File: src/rtl/load_store_unit.sv
// ============================================================================
// Module   : load_store_unit
// Brief    : Byte/half/word load-store initiator for a word-organised data
//            memory; sub-word stores use read-modify-write.
// Revision : 1.0
// ============================================================================
`default_nettype none

module load_store_unit #(
    parameter int MEM_WORDS = 21
) (
    input  logic        clk,
    input  logic        rst,
    input  logic        req_valid,
    output logic        req_ready,
    input  logic        req_store,
    input  logic [2:0]  req_funct3,
    input  logic [31:0] req_addr,
    input  logic [31:0] req_wdata,
    output logic        resp_valid,
    input  logic        resp_ready,
    output logic [31:0] resp_data,
    output logic        resp_err,
    output logic        mem_dmem,
    output logic [31:0] mem_addr,
    output logic [31:0] mem_data_w,
    input  logic [31:0] mem_data_r
);

    localparam logic [29:0] c_mem_words = 30'(MEM_WORDS);

    typedef enum logic [2:0] {
        IDLE  = 3'd0,
        READ  = 3'd1,
        CAPT  = 3'd2,
        WRITE = 3'd3,
        RESP  = 3'd4
    } state_t;

    state_t      r_state;
    logic        r_store;
    logic [2:0]  r_funct3;
    logic [1:0]  r_addr;
    logic [31:0] r_wdata;

    logic        w_accept;
    logic        w_err;
    logic        w_is_sw;
    logic [7:0]  w_byte;
    logic [15:0] w_half;
    logic [31:0] w_load;
    logic [31:0] w_merged;

    // rst is folded in so the unit never advertises readiness while held in reset
    assign req_ready = rst && (r_state == IDLE);
    assign w_accept  = req_valid && req_ready;
    assign w_is_sw   = req_store && (req_funct3 == 3'b010);

    assign w_err = ((req_funct3[1:0] == 2'b01) && req_addr[0])
                || ((req_funct3 == 3'b010) && (req_addr[1:0] != 2'b00))
                || (req_funct3 == 3'b011) || (req_funct3 == 3'b110) || (req_funct3 == 3'b111)
                || (req_store && req_funct3[2])
                || (req_addr[31:2] >= c_mem_words);

    always_comb begin
        w_byte   = mem_data_r[{r_addr, 3'b000} +: 8];
        w_half   = r_addr[1] ? mem_data_r[31:16] : mem_data_r[15:0];
        w_load   = mem_data_r;
        w_merged = mem_data_r;
        case (r_funct3)
            3'b000:  w_load = {{24{w_byte[7]}}, w_byte};
            3'b100:  w_load = {24'h0, w_byte};
            3'b001:  w_load = {{16{w_half[15]}}, w_half};
            3'b101:  w_load = {16'h0, w_half};
            default: w_load = mem_data_r;
        endcase
        // Only the addressed lane changes; the rest of the fetched word is written back as-is
        if (r_funct3[1:0] == 2'b00)
            w_merged[{r_addr, 3'b000} +: 8] = r_wdata[7:0];
        else
            w_merged[{r_addr[1], 4'b0000} +: 16] = r_wdata[15:0];
    end

    always_ff @(posedge clk or negedge rst) begin
        if (!rst) begin
            r_state    <= IDLE;
            r_store    <= 1'b0;
            r_funct3   <= 3'b000;
            r_addr     <= 2'b00;
            r_wdata    <= 32'h0;
            mem_dmem   <= 1'b1;
            mem_addr   <= 32'h0;
            mem_data_w <= 32'h0;
            resp_valid <= 1'b0;
            resp_data  <= 32'h0;
            resp_err   <= 1'b0;
        end else begin
            case (r_state)
                IDLE: begin
                    if (w_accept) begin
                        r_store  <= req_store;
                        r_funct3 <= req_funct3;
                        r_addr   <= req_addr[1:0];
                        r_wdata  <= req_wdata;
                        if (w_err) begin
                            r_state    <= RESP;
                            resp_valid <= 1'b1;
                            resp_err   <= 1'b1;
                            resp_data  <= 32'h0;
                        end else if (w_is_sw) begin
                            r_state    <= WRITE;
                            mem_dmem   <= 1'b0;
                            mem_addr   <= {2'b00, req_addr[31:2]};
                            mem_data_w <= req_wdata;
                        end else begin
                            r_state  <= READ;
                            mem_addr <= {2'b00, req_addr[31:2]};
                        end
                    end
                end
                READ: r_state <= CAPT;
                CAPT: begin
                    if (r_store) begin
                        r_state    <= WRITE;
                        mem_dmem   <= 1'b0;
                        mem_data_w <= w_merged;
                    end else begin
                        r_state    <= RESP;
                        resp_valid <= 1'b1;
                        resp_err   <= 1'b0;
                        resp_data  <= w_load;
                    end
                end
                WRITE: begin
                    r_state    <= RESP;
                    mem_dmem   <= 1'b1;
                    resp_valid <= 1'b1;
                    resp_err   <= 1'b0;
                    resp_data  <= 32'h0;
                end
                RESP: begin
                    if (resp_ready) begin
                        r_state    <= IDLE;
                        resp_valid <= 1'b0;
                    end
                end
                default: begin
                    r_state  <= IDLE;
                    mem_dmem <= 1'b1;
                end
            endcase
        end
    end

endmodule

`default_nettype wire

File: config.mk
export PLATFORM = sky130hd
export DESIGN_NAME = load_store_unit
export DESIGN_NICKNAME = d
export VERILOG_FILES = /design/src/rtl/load_store_unit.sv
export SDC_FILE = /design/constraint.sdc
export NUM_CORES = 1
export LEC_CHECK = 0
export ABC_AREA = 1
export BUFFER_PORTS_ARGS = -buffer_cell sky130_fd_sc_hd__buf_2
export CAP_MARGIN = 40
export CORE_ASPECT_RATIO = 0.8
export CORE_MARGIN = 2
export CORE_UTILIZATION = 45
export DETAILED_ROUTE_END_ITERATION = 8
export HOLD_SLACK_MARGIN = 0.06
export MAX_ROUTING_LAYER = met4
export PLACE_DENSITY = 0.7
export RECOVER_POWER = 50
export SYNTH_ARGS = -nofsm -noshare
export SYNTH_HDL_FRONTEND = slang
export SYNTH_SLANG_ARGS = --single-unit
File: constraint.sdc
create_clock -name clk -period 4.3 [get_ports clk]
set_input_delay 0.43 -clock clk [delete_from_list [all_inputs] [get_ports clk]]
set_output_delay 0.43 -clock clk [all_outputs]
set_load 0.03 [all_outputs]
==> run summary <==
Inserted Clock Buffers - 17
Transition time at the pin with the least slew margin - 2.16 ns
Main synth FF type - dfrtp_1
Final Total Pwr - 5.38 mW
Delay contributed by the slowest stage of the critical path - 0.60 ns
Post-synthesis mux area share - 0
Synthesis-stage register bit count - 122
Number of iterations in the first detailed-routing pass - 5
Root cell of the clock tree - clkbuf_16
Maximum fanout count along the critical path - 58
Fill cell count - 1647
Final Cycle Share - 0.675
Pin count of the biggest net entering global routing - 67
Met2 routed wirelength - 9.73 mm
Clock buffer depth - 2
Total DRC errors in the routed layout - 0
Run status - finished with violations
Flop-to-flop setup slack - 1.40 ns
Met1 routed wirelength after detailed routing - 10.3 mm
CP startpoint kind - flop
Clock tree from TritonCTS - yes
Max rail drop VDD - 0.367 mV
Final Net Count - 1335
Total setup violations reported at the end of the flow - 0
Arr. time, crit path - 3.21 ns
Post-synthesis share of cell area spent on full adders, half adders and majority gates - 0.00862
Average wire length per cell after detail routing - 15.4 um
CTS H-Tree Depth - 4
Number of failing hold endpoints at the final stage - 0
Synthesized netlist cell count - 1060
Critical hold path startpoint - resp_ready
Total Wirelength - 22.4 mm
Async set or reset register ratio after synthesis - 1.00
Overall Global Routing Usage - 0.271
Total of max-cap violations - 2
Count of pins over their slew limit - 107
Cell Chain, Critical Path - inv_2 -> nand2_2 -> nor2_4 -> buf_4 -> nand2_1 -> nand2_1 -> buf_4 -> nand3_2 -> nand2_1 -> nand2_1
Worst hold endpoint - r_state[2]
Setup_tns - 0 ns
Total overflow reported by the global router - 0
Worst Clk Skew - 0.00795 ns
Count of placed standard cells in the final layout, fillers left out - 1458
Number of antenna violations at the first check in global routing - 2
Parity-gate share of the synthesized area counting xor and xnor cells - 0
Clock latency on the worst-skew pair - 0.42 ns
Post-synthesis average cell area - 6.85 um^2
Maximum clock frequency - 344 MHz
Power per standard cell area - 609 nW/um^2
Number of synthesis warnings - 0
Logic depth of the worst register-to-register path - 10
Number of different library cells in the post-synthesis netlist - 32
Slew Limit Headroom - -0.438
Via count of the first global-routing pass - 6977
Top layer used by detailed routing - met4
Simple-gate share of the synthesized area - 0.326
Crit path time final - 2.90 ns
Die outline height - 118 um
Initial Utilization - 0.461
I/O pin total - 204
Remaining number of nets flagged by the antenna check after routing - 0
Fraction of layout instances using a drive strength above 1 - 0.140
TritonCTS sink count - 122
Met3 WL post-DR - 1.89 mm
Min-delay worst type - primary input to flop
Number of placed instances with taps included - 1421
Post-synth EDFFs - 0
Std-Cell Rows - 41
RePlAce Congestion - 0.937
Worst hold stages - 2
Growth of design area from synthesis to finish - 21.8%
Kind of critical path - flop to flop
Synth Area in Compound Gates - 0.143
Clk slew on worst S/H paths - 0.06 ns
Die boundary width - 146 um
Critical-path cell with the highest stage delay - nand3_2
Largest family of logic cells by synthesized area - simple AND/OR/NAND/NOR gates
Required time of the worst setup path - 4.61 ns
Core area - 15700 um^2
Via-per-instance ratio - 5.22
Critical path endpoint category - flop
Failing checks - max-capacitance violations, max-slew violations
Detailed Place HPWL - 16.3 mm
Die outline area - 17200 um^2
Origin of the critical flop-to-flop path - r_state[2]
Standby leakage power - 4.64 nW
Critical Path Most Common Cell - nand2_1
DRC violation total after the first TritonRoute iteration - 615
Unrepaired setup endpoints after global routing - false
Global-route wire length before repair - 36.1 mm
Area of the mapped netlist - 7260 um^2
# port buffers - 201
Reg2Reg Capture Point - mem_data_w[21]
Via count - 7606
Post-synthesis sequential area ratio - 0.421
-- worst max path at each step --
stage	slack (ns)	to	cells past startpoint	from
2_1_floorplan	2.11	mem_data_w[0]	11	r_addr[1]
3_3_place_gp	1.53	mem_data_w[26]	11	req_addr[13]
3_5_place_dp	1.46	mem_data_w[21]	10	r_state[2]
4_1_cts	1.42	mem_data_w[21]	11	rst
5_1_grt	1.09	r_wdata[7]	3	rst
6_report	1.40	mem_data_w[21]	10	r_state[2]
-- power by group --
group | switching, mW | internal (mW) | total [mW]
combinational | 1.66 | 0.576 | 2.24
sequential | 0.216 | 1.41 | 1.63
clock | 0.554 | 0.963 | 1.52
-- synthesized netlist by cell type (2+ instances only) --
master | n | share of area
ha_1 | 5 | 0.0086
a211oi_1 | 6 | 0.0062
or2_2 | 7 | 0.0060
buf_2 | 26 | 0.018
nand3_2 | 2 | 0.0028
o211ai_1 | 14 | 0.014
inv_2 | 6 | 0.0031
nand2_2 | 3 | 0.0026
nor2_2 | 3 | 0.0026
nor2_1 | 124 | 0.064
nand3_1 | 81 | 0.056
clkbuf_1 | 32 | 0.017
inv_1 | 107 | 0.055
nand4_1 | 35 | 0.030
nor2_4 | 2 | 0.0031
a21oi_1 | 73 | 0.050
clkinv_1 | 2 | 0.0010
o21ai_0 | 99 | 0.068
buf_1 | 2 | 0.0010
nand2_1 | 293 | 0.15
buf_4 | 6 | 0.0062
o21ai_1 | 2 | 0.0014
dfrtp_1 | 121 | 0.42
-- registers in the layout (all words and copies together), names as in the netlist --
signal / count
resp_err: 1
mem_dmem: 1
r_addr: 2
r_funct3: 3
mem_addr: 30
mem_data_w: 32
r_state: 3
resp_valid: 1
r_store: 1
r_wdata: 16
resp_data: 32
-- cell type report --
class                      instances  area [um^2]  share of cell area
clock inverter                    12          161              0.0183
timing repair buffer             212          966               0.109
clock buffer                      20          467              0.0528
sequential                       122         3050               0.346
multi-input combinational        758         3480               0.394
tap                              215          269              0.0304
inverter                         115          432              0.0488
antenna                            4         10.0             0.00113
-- cell usage in the layout (no fill, tap or decap), types with 2 or more instances in the layout --
cell type	instances
or2_2	7
nor2_4	3
nand3_2	2
o211ai_1	14
nor2_2	2
clkbuf_8	3
buf_4	9
inv_6	3
a21oi_1	73
clkinvlp_4	3
conb_1	2
clkbuf_16	17
buf_2	103
clkinv_1	2
diode_2	4
o21ai_0	99
inv_1	107
nand2_1	293
ha_1	5
nand3_1	81
nor2_1	124
clkbuf_1	98
a211oi_1	6
clkinv_4	2
inv_2	6
dfrtp_1	121
nand2_2	3
nand4_1	35
bufinv_16	3
-- routing by layer --
layer	global-route usage	up-vias
met2	0.394	331
li1	-	3752
met3	0.0581	41
met1	0.382	3482
met5	-	-
met4	0.0778	0
-- worst max-delay path, delay by kind of cell, from the launching register on --
kind | cells | cell delay (ns)
AND/OR/NAND/NOR | 7 | 1.45
buffers and inverters | 3 | 0.91
flip-flops | 1 | 0.40
-- per-stage QoR --
stage | setup WS, ns | hold WS, ns | area, um^2 | utilization
floorplan | 2.11 | 0.134 | 7260 | -
global placement | 1.53 | 0.337 | 8320 | 0.528
detailed placement | 1.46 | 0.337 | 8320 | 0.528
CTS | 1.42 | 0.194 | 8960 | 0.569
global route | 1.09 | 0.213 | 8830 | 0.561
finish | 1.40 | 0.200 | 8840 | 0.561
-- what timing repair did --
| item | CTS | global route |
|---|---|---|
| endpoints found under the hold margin | 17 | 0 |
| buffers inserted | 0 | 0 |
| resized for setup | 0 | 0 |
| hold buffers | 1 | 0 |
-- cells by family (layout without fill, tap and decap cells) --
family                   Yosys count  count (layout)
flip-flops                       122             122
buffers and inverters            181             359
AND/OR/NAND/NOR                  555             555
adder cells (fa/ha/maj)            5               5
AO/OA/AOI/OAI                    196             196
other                              1               6
Power figures use the tool's default switching activity.
